--- src/rtl/norm_issue_arbiter.sv ---
// norm_issue_arbiter
//   Round-robin arbiter and two-stage pipeline controller that shares one
//   combinational normalization unit between NUM_REQ MAC lanes.
//
//   Ports
//     clk, rst                    : clock, asynchronous active-high reset
//     req_valid/req_ready         : per-lane handshake (req_ready one-hot)
//     req_sum  [NUM_REQ*20-1:0]   : lane i sum at [20i+19:20i], signed
//     req_exp  [NUM_REQ*6-1:0]    : lane i max exponent at [6i+5:6i]
//     nu_signed_sum, nu_exp_max   : operand register driven into normalizer
//     nu_sign, nu_norm_sum,
//     nu_exp_final                : normalizer result (combinational)
//     out_valid/out_ready         : result handshake toward downstream
//     out_tag, out_sign,
//     out_norm_sum, out_exp_final,
//     out_zero, out_exp_ovf       : registered result fields
//     done_cnt                    : results accepted downstream (wrapping)
module norm_issue_arbiter #(
  parameter int unsigned NUM_REQ = 4,
  parameter int unsigned TAG_W   = 2
) (
  input  logic                   clk,
  input  logic                   rst,
  input  logic [NUM_REQ-1:0]     req_valid,
  output logic [NUM_REQ-1:0]     req_ready,
  input  logic [NUM_REQ*20-1:0]  req_sum,
  input  logic [NUM_REQ*6-1:0]   req_exp,
  output logic [19:0]            nu_signed_sum,
  output logic [5:0]             nu_exp_max,
  input  logic                   nu_sign,
  input  logic [10:0]            nu_norm_sum,
  input  logic [6:0]             nu_exp_final,
  output logic                   out_valid,
  input  logic                   out_ready,
  output logic [TAG_W-1:0]       out_tag,
  output logic                   out_sign,
  output logic [10:0]            out_norm_sum,
  output logic [6:0]             out_exp_final,
  output logic                   out_zero,
  output logic                   out_exp_ovf,
  output logic [15:0]            done_cnt
);

  // Operand stage
  logic              op_v_q,   op_v_d;
  logic [TAG_W-1:0]  op_tag_q, op_tag_d;
  logic [19:0]       op_sum_q, op_sum_d;
  logic [5:0]        op_exp_q, op_exp_d;
  logic [TAG_W-1:0]  last_q,   last_d;

  // Result stage
  logic              out_valid_q,     out_valid_d;
  logic [TAG_W-1:0]  out_tag_q,       out_tag_d;
  logic              out_sign_q,      out_sign_d;
  logic [10:0]       out_norm_sum_q,  out_norm_sum_d;
  logic [6:0]        out_exp_final_q, out_exp_final_d;
  logic              out_zero_q,      out_zero_d;
  logic              out_exp_ovf_q,   out_exp_ovf_d;
  logic [15:0]       done_cnt_q,      done_cnt_d;

  logic              res_free, op_adv, op_free, xfer;
  logic              grant_found;
  logic [TAG_W-1:0]  grant_idx;
  logic [TAG_W-1:0]  cand;
  logic [19:0]       sel_sum;
  logic [5:0]        sel_exp;

  assign res_free = !out_valid_q || out_ready;
  assign op_adv   = op_v_q && res_free;
  assign op_free  = !op_v_q || op_adv;

  // Rotating search starting just after the last winner; first hit wins.
  always_comb begin
    grant_found = 1'b0;
    grant_idx   = '0;
    cand        = '0;
    for (int unsigned off = 1; off <= NUM_REQ; off++) begin
      cand = TAG_W'((32'(last_q) + off) % NUM_REQ);
      if (!grant_found && req_valid[cand]) begin
        grant_found = 1'b1;
        grant_idx   = cand;
      end
    end
  end

  // Grant is suppressed while reset is asserted so req_ready reads 0
  // immediately, not only after the registers clear.
  always_comb begin
    req_ready = '0;
    if (grant_found && op_free && !rst) begin
      req_ready[grant_idx] = 1'b1;
    end
  end

  assign xfer = |req_ready;

  always_comb begin
    sel_sum = '0;
    sel_exp = '0;
    for (int unsigned i = 0; i < NUM_REQ; i++) begin
      if (grant_idx == TAG_W'(i)) begin
        sel_sum = req_sum[20*i +: 20];
        sel_exp = req_exp[6*i +: 6];
      end
    end
  end

  always_comb begin
    op_v_d   = op_v_q;
    op_tag_d = op_tag_q;
    op_sum_d = op_sum_q;
    op_exp_d = op_exp_q;
    last_d   = last_q;
    if (xfer) begin
      op_v_d   = 1'b1;
      op_tag_d = grant_idx;
      op_sum_d = sel_sum;
      op_exp_d = sel_exp;
      last_d   = grant_idx;
    end else if (op_adv) begin
      op_v_d   = 1'b0;
    end
  end

  always_comb begin
    out_valid_d     = out_valid_q;
    out_tag_d       = out_tag_q;
    out_sign_d      = out_sign_q;
    out_norm_sum_d  = out_norm_sum_q;
    out_exp_final_d = out_exp_final_q;
    out_zero_d      = out_zero_q;
    out_exp_ovf_d   = out_exp_ovf_q;
    if (op_adv) begin
      out_valid_d     = 1'b1;
      out_tag_d       = op_tag_q;
      out_sign_d      = nu_sign;
      out_norm_sum_d  = nu_norm_sum;
      out_exp_final_d = nu_exp_final;
      out_zero_d      = (op_sum_q == '0);
      out_exp_ovf_d   = nu_exp_final[6];
    end else if (out_ready) begin
      out_valid_d     = 1'b0;
    end
    done_cnt_d = done_cnt_q + {15'd0, (out_valid_q && out_ready)};
  end

  always_ff @(posedge clk or posedge rst) begin
    if (rst) begin
      op_v_q          <= 1'b0;
      op_tag_q        <= '0;
      op_sum_q        <= '0;
      op_exp_q        <= '0;
      last_q          <= TAG_W'(NUM_REQ - 1);
      out_valid_q     <= 1'b0;
      out_tag_q       <= '0;
      out_sign_q      <= 1'b0;
      out_norm_sum_q  <= '0;
      out_exp_final_q <= '0;
      out_zero_q      <= 1'b0;
      out_exp_ovf_q   <= 1'b0;
      done_cnt_q      <= '0;
    end else begin
      op_v_q          <= op_v_d;
      op_tag_q        <= op_tag_d;
      op_sum_q        <= op_sum_d;
      op_exp_q        <= op_exp_d;
      last_q          <= last_d;
      out_valid_q     <= out_valid_d;
      out_tag_q       <= out_tag_d;
      out_sign_q      <= out_sign_d;
      out_norm_sum_q  <= out_norm_sum_d;
      out_exp_final_q <= out_exp_final_d;
      out_zero_q      <= out_zero_d;
      out_exp_ovf_q   <= out_exp_ovf_d;
      done_cnt_q      <= done_cnt_d;
    end
  end

  assign nu_signed_sum = op_sum_q;
  assign nu_exp_max    = op_exp_q;
  assign out_valid     = out_valid_q;
  assign out_tag       = out_tag_q;
  assign out_sign      = out_sign_q;
  assign out_norm_sum  = out_norm_sum_q;
  assign out_exp_final = out_exp_final_q;
  assign out_zero      = out_zero_q;
  assign out_exp_ovf   = out_exp_ovf_q;
  assign done_cnt      = done_cnt_q;

endmodule

--- config.mk ---
export PLATFORM = sky130hd
export DESIGN_NAME = norm_issue_arbiter
export DESIGN_NICKNAME = d
export VERILOG_FILES = /design/src/rtl/norm_issue_arbiter.sv
export SDC_FILE = /design/constraint.sdc
export NUM_CORES = 1
export LEC_CHECK = 0
export ABC_AREA = 1
export CAP_MARGIN = 30
export CORE_ASPECT_RATIO = 1.1
export CORE_UTILIZATION = 44
export CTS_CLUSTER_DIAMETER = 50
export CTS_CLUSTER_SIZE = 10
export DETAILED_ROUTE_END_ITERATION = 6
export GPL_TIMING_DRIVEN = 0
export HOLD_SLACK_MARGIN = 0.12
export PLACE_DENSITY = 0.86
export SYNTH_ARGS = -nofsm -noshare
export SYNTH_HDL_FRONTEND = slang
export SYNTH_SLANG_ARGS = --single-unit
--- constraint.sdc ---
create_clock -name clk -period 10.25 [get_ports clk]
set_clock_uncertainty 0.1 [all_clocks]
set_input_delay 1.025 -clock clk [delete_from_list [all_inputs] [get_ports clk]]
set_output_delay 1.025 -clock clk [all_outputs]
set_load 0.01 [all_outputs]
==> results.yml, run 1 <==
clock_network:
  cts_sinks: 70
  cts.repair.resized: 0
  cts_tree: "built"
  ctsHoldBuffers: 0
  clock_latency_ns: 0.33
  cts_buffer_depth: 2
  cts-buffers-inserted: 9
  clk_pin_slew_ns: 0.08
  h-tree-depth: 3
  clock_tree.root_cell: "clkbuf_8"
  postCtsSetupBuffers: 0
power:
  leakagePower_nw: 3.092
  share_comb_of_total_power_pct: 64.8
  irDropWorstVdd_mv: 0.2587
  sw_frac_of_total_pct: 45.63
  switching_power_w: 0.0009774
  seqPwrFrac_pct: 22.5
  power.internal_w: 0.001165
  clkPwrFrac_pct: 12.7
  p_per_area_nw_per_um2: 333.2
synth:
  yosys.area_share.adder_pct: 0.6180
  yosys.area_share.simple_pct: 31.77
  synth_compound_area_share_pct: 6.520
  ys.flop_type: "dfrtp_1"
  netlist_area_sq_um: 4049
  synth_top_area_share_pct: 42.03
  ys_seq_area_share_pct: 43.33
  synthMuxAreaShare_pct: 5.284
  ys.warnings.count: 0
  ys_seq_elements: 70
  syn_nets: 661
  syn_area_per_cell_sq_um: 7.654
  async_reset_ff_share_pct: 100.0
  syn_inst: 529
  yosys.area_share.xor_xnor_pct: 2.812
  synth_area_leaders: "dfrtp_1 42%, nand2_1 15%, nand3_1 8.0%"
  synth_top_family_by_area: "simple AND/OR/NAND/NOR gates"
  yosysTopAreaCell: "dfrtp_1"
  synthDistinctLibCells: 31
  synth_edf_count: 0
final_layout:
  post-route-util_pct: 72.10
  finalInstanceArea_sq_um: 6430
  syn_to_final_growth_pct: 58.81
  n_antenna_cell: 0
  drive_gt1_share_pct: 10.62
  layout.nets: 871
  final_cells: 858
global_routing:
  grt.total_usage_pct: 25.91
  grt_util_met3_pct: 4.499
  overflow: 0
  grt_pass1_vias: 4174
  grt_pass1_wl_microns: 19060
  met2_usage_pct: 48.53
  grt.met1_usage_pct: 28.63
  top_usage_layer: "met2"
  grt_max_degree: 72
  antenna_found_initial: 0
sta:
  slew_headroom_pct: 43.69
  hold_violations: 0
  rsz0062_at_grt: "false"
  setup_viol: 0
  fin_crit_ns: 4.962
  worst_pin_slew_ns: 0.8447
  fin_setup_tns_ns: 0
  drv_slew: 0
  post-route-period-util_pct: 48.41
  max_freq_mhz: 201.5
  fin_ws_ns: 5.288
critical_path:
  r2r_slack_ns: 7.74
  reg2reg_from: "last_q[1]"
  cpMostUsedCell: "clkdlybuf4s50_1"
  critPathLaunchType: "input port"
  rr_endpoint: "nu_signed_sum[9]"
  critPathTopFamily: "buffers and inverters"
  cp.required_ns: 9.13
  crit_fanout: 71
  reg2reg_depth: 16
  cp_slowest_cell: "inv_4"
  arrival_ns: 3.84
  cp-end-kind: "output pin"
  path_buf_inv: 5
  path_cells: "clkdlybuf4s50_1 -> inv_4 -> nand3_1 -> inv_1 -> buf_2 -> nand2_1 -> nor2_1 -> clkdlybuf4s50_1"
  crit_type: "in -> out"
  critPathMaxStageDelay_ns: 0.63
min_path:
  whs_path_depth: 1
  hp-class: "reg -> reg"
  hold_end: "done_cnt[15]"
  min_from: "done_cnt[15]"
status:
  outcome: "finished clean"
place:
  postPlaceCellArea_sq_um: 6186
  preCtsSetupSlack_ns: 5.206
  gp_congestion: 0.8559
  portBuffers: 199
  dp.final_hpwl_microns: 9818
  dp_cells: 842
floorplan:
  core-area_sq_um: 8919
  rows: 36
  start_util_pct: 45.40
  die_x_microns: 93.46
  die_h_microns: 102.6
  dieArea_sq_um: 9590
  io_pins: 200
routing:
  drtIter0Drc: 180
  drtPass1Iterations: 6
  vias_per_cell: 4.956
  wl_microns: 12340
  num_vias: 4252
  drc: 0
  antenna_left: 0
  routedWlPerCell_microns: 14.38
job:
  cap_violations: 0
-- cell usage after synthesis (2+ instances only) --
| library cell | number |
|---|---|
| inv_1 | 63 |
| buf_2 | 9 |
| xor2_1 | 11 |
| buf_4 | 4 |
| nor4_1 | 6 |
| ha_1 | 2 |
| inv_4 | 2 |
| buf_6 | 3 |
| o21bai_2 | 7 |
| dfrtp_1 | 68 |
| mux2_2 | 19 |
| or2_2 | 3 |
| clkbuf_1 | 7 |
| o21ai_0 | 22 |
| dfstp_2 | 2 |
| xnor2_1 | 2 |
| nor2_1 | 34 |
| a21oi_1 | 2 |
| o21bai_1 | 7 |
| nor2_4 | 2 |
| nand2_2 | 8 |
| nand4_1 | 3 |
| nand3_1 | 65 |
| nor3_1 | 7 |
| nand2_1 | 165 |
-- cell usage in the layout (no fill, tap or decap), types with 3 or more instances in the layout --
cell | synthesis | routed
clkdlybuf4s50_1 | 0 | 199
nand2_1 | 165 | 165
dfrtp_1 | 68 | 68
nand3_1 | 65 | 65
inv_1 | 63 | 62
nor2_1 | 34 | 34
o21ai_0 | 22 | 22
mux2_2 | 19 | 19
xor2_1 | 11 | 11
buf_2 | 9 | 9
clkbuf_8 | 0 | 9
nand2_2 | 8 | 8
clkbuf_1 | 7 | 7
o21bai_2 | 7 | 7
o21bai_1 | 7 | 7
nor3_1 | 7 | 7
nor4_1 | 6 | 6
buf_4 | 4 | 4
buf_6 | 3 | 3
inv_4 | 2 | 3
nand4_1 | 3 | 3
or2_2 | 3 | 3
bufinv_16 | 0 | 3
-- worst max-delay path by stage --
| stage | start | to | slack [ns] | cells past startpoint |
|---|---|---|---|---|
| 4_1_cts | rst | req_ready[1] | 5.19 | 8 |
| 3_3_place_gp | rst | req_ready[1] | 3.54 | 8 |
| 2_1_floorplan | rst | req_ready[1] | 5.42 | 6 |
| 5_1_grt | rst | req_ready[1] | 4.97 | 8 |
| 6_report | rst | req_ready[1] | 5.29 | 8 |
| 3_5_place_dp | rst | req_ready[1] | 5.21 | 8 |
-- cells by family after synthesis --
logic type,count (synthesis)
buffers and inverters,90
AOI/OAI and AO/OA,40
muxes,19
xor gates and xnor gates,13
adders and majority gates,2
DFF,70
and+or+nand+nor,295
-- layer usage --
| layer | vias up | wire [microns] |
|---|---|---|
| met2 | 203 | 6281 |
| met1 | 1932 | 4879 |
| li1 | 2093 | - |
| met5 | - | 0 |
| met3 | 24 | 877 |
| met4 | 0 | 297 |
-- area by class of cell --
| class | instances | area [sq um] |
|---|---|---|
| multi-input cells | 369 | 1903 |
| repair buffers | 199 | 1992 |
| clock buffers | 9 | 123.9 |
| flip-flops and latches | 70 | 1754 |
| inverters | 67 | 259.0 |
| plain buffers | 23 | 135.1 |
| well taps | 114 | 142.6 |
| fillers | 694 | 2489 |
| clock inverters | 7 | 120.1 |
-- through the flow --
step	hold slack, ns	power [W]
finish	0.3804	0.002142
CTS	0.3795	0.002152
detailed placement	0.3685	0.001873
global placement	0.3525	0.001828
global route	0.4160	0.002314
floorplan	0.3477	0.001331
-- state kept, by name (all words and copies together), names as in the netlist --
signal / count
out_exp_final: 7
nu_exp_max: 6
op_tag_q: 2
op_v_q: 1
last_q: 2
out_zero: 1
out_sign: 1
nu_signed_sum: 20
out_tag: 2
done_cnt: 16
out_valid: 1
out_norm_sum: 11
-- power groups by stage --
stage / Clock [W] / Combinational, W / Sequential [W]
2_1_floorplan: 0 / 0.000805 / 0.000526
3_3_place_gp: 0 / 0.00135 / 0.000480
3_5_place_dp: 0 / 0.00138 / 0.000488
4_1_cts: 0.000279 / 0.00139 / 0.000483
5_1_grt: 0.000289 / 0.00153 / 0.000497
6_report: 0.000272 / 0.00139 / 0.000482
Note: power is estimated with default switching activity, not from simulation.
==> run 2: changes to the inputs <==
--- a/config.mk
+++ b/config.mk
@@ -8,13 +8,13 @@
 export ABC_AREA = 1
 export CAP_MARGIN = 30
 export CORE_ASPECT_RATIO = 1.1
-export CORE_UTILIZATION = 44
+export CORE_UTILIZATION = 37
 export CTS_CLUSTER_DIAMETER = 50
 export CTS_CLUSTER_SIZE = 10
 export DETAILED_ROUTE_END_ITERATION = 6
 export GPL_TIMING_DRIVEN = 0
 export HOLD_SLACK_MARGIN = 0.12
-export PLACE_DENSITY = 0.86
+export PLACE_DENSITY = 0.78
 export SYNTH_ARGS = -nofsm -noshare
 export SYNTH_HDL_FRONTEND = slang
 export SYNTH_SLANG_ARGS = --single-unit
==> constraint.sdc (replaced) <==
create_clock -name clk -period 4.4 [get_ports clk]
set_clock_uncertainty 0.1 [all_clocks]
set_input_delay 0.44 -clock clk [delete_from_list [all_inputs] [get_ports clk]]
set_output_delay 0.44 -clock clk [all_outputs]
set_load 0.01 [all_outputs]
==> results.yml, run 2 (synthesis results as in run 1) <==
status:
  outcome: "finished clean"
global_routing:
  grt.met1_usage_pct: 25.55
  antenna_found_initial: 0
  grt_pass1_vias: 4339
  met2_usage_pct: 41.40
  grt.total_usage_pct: 23.02
  grt_util_met3_pct: 4.959
  top_usage_layer: "met2"
  overflow: 0
  grt_max_degree: 72
  grt_pass1_wl_microns: 20120
critical_path:
  path_cells: "clkdlybuf4s50_1 -> inv_4 -> nand3_1 -> inv_1 -> buf_2 -> nand2_1 -> nor2_1 -> clkdlybuf4s50_1"
  critPathLaunchType: "input port"
  critPathTopFamily: "buffers and inverters"
  path_buf_inv: 5
  crit_type: "in -> out"
  cp.required_ns: 3.86
  cp_slowest_cell: "inv_4"
  arrival_ns: 3.32
  crit_fanout: 71
  cp-end-kind: "output pin"
  cpMostUsedCell: "clkdlybuf4s50_1"
  critPathMaxStageDelay_ns: 0.63
clock_network:
  clock_tree.root_cell: "clkbuf_16"
  cts-buffers-inserted: 9
  ctsHoldBuffers: 0
  clk_pin_slew_ns: 0.05
  cts_sinks: 70
  postCtsSetupBuffers: 0
  cts.repair.resized: 0
  clock_latency_ns: 0.32
  cts_tree: "built"
  h-tree-depth: 3
  cts_buffer_depth: 2
floorplan:
  start_util_pct: 38.41
  dieArea_sq_um: 11370
  rows: 39
  io_pins: 200
  die_h_microns: 111.7
  die_x_microns: 101.7
  core-area_sq_um: 10540
final_layout:
  drive_gt1_share_pct: 10.48
  layout.nets: 871
  syn_to_final_growth_pct: 60.91
  final_common_cell: "clkdlybuf4s50_1"
  layout_common_cells: "199 x clkdlybuf4s50_1, 165 x nand2_1, 68 x dfrtp_1"
  n_antenna_cell: 0
  largest_register_ff_count: 20
routing:
  drtPass1Iterations: 6
  vias_per_cell: 4.844
  drc: 0
  wl_microns: 12720
  antenna_left: 0
  drtIter0Drc: 149
  routedWlPerCell_microns: 14.34
  num_vias: 4297
sta:
  worst_pin_slew_ns: 0.8477
  fin_crit_ns: 3.857
  post-route-period-util_pct: 87.66
  whs_ns: 0.3778
  fin_ws_ns: 0.5427
  drv_slew: 0
  slew_headroom_pct: 43.49
  setup_viol: 0
  hold_violations: 0
  max_freq_mhz: 259.3
  rsz0062_at_grt: "false"
power:
  leakagePower_nw: 3.111
  share_comb_of_total_power_pct: 64.0
  clkPwrFrac_pct: 13.8
  sw_frac_of_total_pct: 45.38
  irDropWorstVdd_mv: 0.6166
  seqPwrFrac_pct: 22.2
  p_per_area_nw_per_um2: 779.6
  power.internal_w: 0.002774
  switching_power_w: 0.002305
place:
  preCtsSetupSlack_ns: 0.5021
  gp_congestion: 0.8368
  dp.final_hpwl_microns: 9992
  portBuffers: 199
job:
  cap_violations: 0
min_path:
  hp-class: "reg -> reg"
## run 2: cell types whose count changed in the layout (fill, tap and decap cells not counted), moves of 2 or more
cell       before  now
clkbuf_16       0    9
clkbuf_8        9    0
bufinv_16       3    1
inv_6           2    0
## run 2: final timing paths
path	slack, ns	endpoint	start	cells past startpoint
setup / recovery	0.54	req_ready[1]	rst	8
hold reg to reg	0.38	out_valid	op_v_q	2
min in group asynchronous	0.57	out_exp_final[6]	rst	2
hold / removal	0.38	out_valid	op_v_q	2
setup reg to reg	1.88	nu_signed_sum[8]	last_q[1]	16
max in group asynchronous	3.09	nu_exp_max[0]	rst	2
## run 2: area by class of cell
class	instances	area (sq um)
inverter	67	259.0
clock buffer	10	229.0
timing repair buffer	199	1992
buffer	23	135.1
sequential	70	1754
multi-input combinational	369	1903
fill	917	4025
tap	143	178.9
clock inverter	6	63.81
## run 2: worst reg2reg max path: cells and delay by family (launching register included)
family                 cells  cell delay, ns
AO/OA/AOI/OAI              1            0.16
buffers and inverters      4            0.71
flip-flops                 1            0.52
AND/OR/NAND/NOR           11            0.94
## run 2: metrics by stage
stage	TNS [ns]	total power [W]	util (%)	instances	instance area, sq um
final	0	0.005079	61.81	887	6515
after floorplan	0	0.003100	-	529	4049
after global placement	-8.719	0.004293	59.01	871	6220
after CTS	0	0.005109	61.81	887	6515
after detailed placement	0	0.004384	59.03	871	6222
after global routing	0	0.005517	61.81	887	6515
## run 2: power groups by stage
stage | registers [W] | clock network (W) | logic, W
after floorplan | 0.00122 | 0 | 0.00188
after global routing | 0.00116 | 0.000746 | 0.00361
after CTS | 0.00113 | 0.000718 | 0.00326
after detailed placement | 0.00114 | 0 | 0.00325
after global placement | 0.00112 | 0 | 0.00318
final | 0.00113 | 0.000703 | 0.00325
## run 2: metal layers
| layer | up-vias | wire length [microns] |
|---|---|---|
| li1 | 2087 | - |
| met2 | 197 | 6504 |
| met1 | 1995 | 5038 |
| met3 | 18 | 948 |
| met4 | 0 | 227 |
| met5 | - | 0 |
==> run 3: changes to the inputs <==
--- a/config.mk
+++ b/config.mk
@@ -15,6 +15,7 @@
 export GPL_TIMING_DRIVEN = 0
 export HOLD_SLACK_MARGIN = 0.12
 export PLACE_DENSITY = 0.78
+export RECOVER_POWER = 100
 export SYNTH_ARGS = -nofsm -noshare
 export SYNTH_HDL_FRONTEND = slang
 export SYNTH_SLANG_ARGS = --single-unit
==> results.yml, run 3 (synthesis results as in run 1) <==
power:
  totalPowerFinal_w: 0.004950
  irDropWorstVdd_mv: 0.6164
  leakagePower_nw: 3.163
  p_per_area_nw_per_um2: 761.2
status:
  outcome: "finished clean"
place:
  gp_congestion: 0.8368
  dp.final_hpwl_microns: 9992
  portBuffers: 199
floorplan:
  start_util_pct: 38.41
  io_pins: 200
  core-area_sq_um: 10540
  dieArea_sq_um: 11370
  rows: 39
  die_x_microns: 101.7
  die_h_microns: 111.7
sta:
  drv_slew: 0
  max_freq_mhz: 257.5
  slew_headroom_pct: 43.06
  fin_crit_ns: 3.884
  worst_pin_slew_ns: 0.8541
  setup_viol: 0
  hold_violations: 0
  rsz0062_at_grt: "false"
  fin_setup_tns_ns: 0
  post-route-period-util_pct: 88.26
final_layout:
  largest_register_ff_count: 20
  fillers: 922
  regArea_sq_um: 1754
  drive_gt1_share_pct: 9.946
  layout_common_cells: "166 x nand2_1, 129 x clkdlybuf4s50_1, 70 x dlygate4sd3_1"
  final_common_cell: "nand2_1"
  layout.nets: 871
  syn_to_final_growth_pct: 60.60
  n_antenna_cell: 0
  multi_input_area_sq_um: 1893
critical_path:
  r2r_slack_ns: 1.67
  rr_endpoint: "nu_exp_max[1]"
  cp.required_ns: 3.86
  arrival_ns: 3.34
  reg2reg_depth: 18
  crit_fanout: 71
  cp-end-kind: "output pin"
  crit_type: "in -> out"
  critPathLaunchType: "input port"
  reg2reg_from: "last_q[1]"
routing:
  dr_wl_met2_microns: 6476
  wl_microns: 12680
  wl_met3_microns: 955
  num_vias: 4277
  wirelength_met1_microns: 4995
  antenna_left: 0
  vias_per_cell: 4.822
  routedWlPerCell_microns: 14.29
  drtPass1Iterations: 4
  drtIter0Drc: 152
  routed.top_layer: "met4"
  drc: 0
clock_network:
  clock_latency_ns: 0.32
  cts.repair.resized: 0
  cts_buffer_depth: 2
  clock_tree.root_cell: "clkbuf_16"
  cts_sinks: 70
  h-tree-depth: 3
  clk_pin_slew_ns: 0.06
  cts-buffers-inserted: 9
  postCtsSetupBuffers: 0
  ctsHoldBuffers: 0
  cts_tree: "built"
min_path:
  whs_path_depth: 2
  hold_end: "nu_exp_max[4]"
  min_from: "nu_exp_max[4]"
  hp-class: "reg -> reg"
global_routing:
  overflow: 0
  grt.total_usage_pct: 23.02
  grt_pass1_vias: 4339
  grt_max_degree: 72
  grt_pass1_wl_microns: 20120
  antenna_found_initial: 0
job:
  cap_violations: 0
-- run 3: cell type report --
cell class              count  share of cell area (%)
clock buffers              10                   3.521
well taps                 143                   2.752
multi-input cells         369                   29.11
inverters                  67                   3.983
flip-flops and latches     70                   26.98
clock inverters             6                  0.9813
plain buffers              23                   2.040
repair buffers            199                   30.63
-- run 3: how the worst max path moves through the flow --
stage,end,depth (start not counted),slack (ns),start
floorplan,req_ready[1],6,0.74,rst
global placement,req_ready[1],8,-1.18,rst
detailed placement,req_ready[1],8,0.50,rst
CTS,req_ready[1],8,0.48,rst
global route,req_ready[1],8,0.18,rst
finish,req_ready[2],7,0.52,rst
-- run 3: routing by layer --
| metal | vias up | global-route usage, % |
|---|---|---|
| met5 | - | 0 |
| met4 | 0 | 10.24 |
| met3 | 20 | 4.959 |
| met2 | 193 | 41.40 |
| met1 | 1970 | 25.55 |
| li1 | 2094 | - |
-- run 3: critical path: stages --
cell	delay [ns]
clkdlybuf4s50_1	0.44
inv_4	0.63
nand3_1	0.38
clkbuf_1	0.31
clkbuf_1	0.30
nor2_1	0.18
dlygate4sd3_1	0.62
-- run 3: where the power goes --
group / internal (W) / switching (W) / total, W / leakage [nW]
registers: 0.000942 / 0.000171 / 0.00111 / 0.835
logic: 0.00129 / 0.00184 / 0.00313 / 2.19
clock network: 0.000438 / 0.000267 / 0.000704 / 0.138
total: 0.00267 / 0.00228 / 0.00495 / 3.16
-- run 3: through the flow --
stage | cell area [sq um] | hold slack (ns) | utilization [%] | std cells | worst slack [ns]
2_1_floorplan | 4049 | 0.3477 | - | 529 | 0.7383
3_3_place_gp | 6220 | 0.3520 | 59.01 | 871 | -1.176
3_5_place_dp | 6222 | 0.3646 | 59.03 | 871 | 0.5021
4_1_cts | 6515 | 0.3800 | 61.81 | 887 | 0.4771
5_1_grt | 6502 | 0.3948 | 61.69 | 887 | 0.1826
6_report | 6502 | 0.3728 | 61.69 | 887 | 0.5164
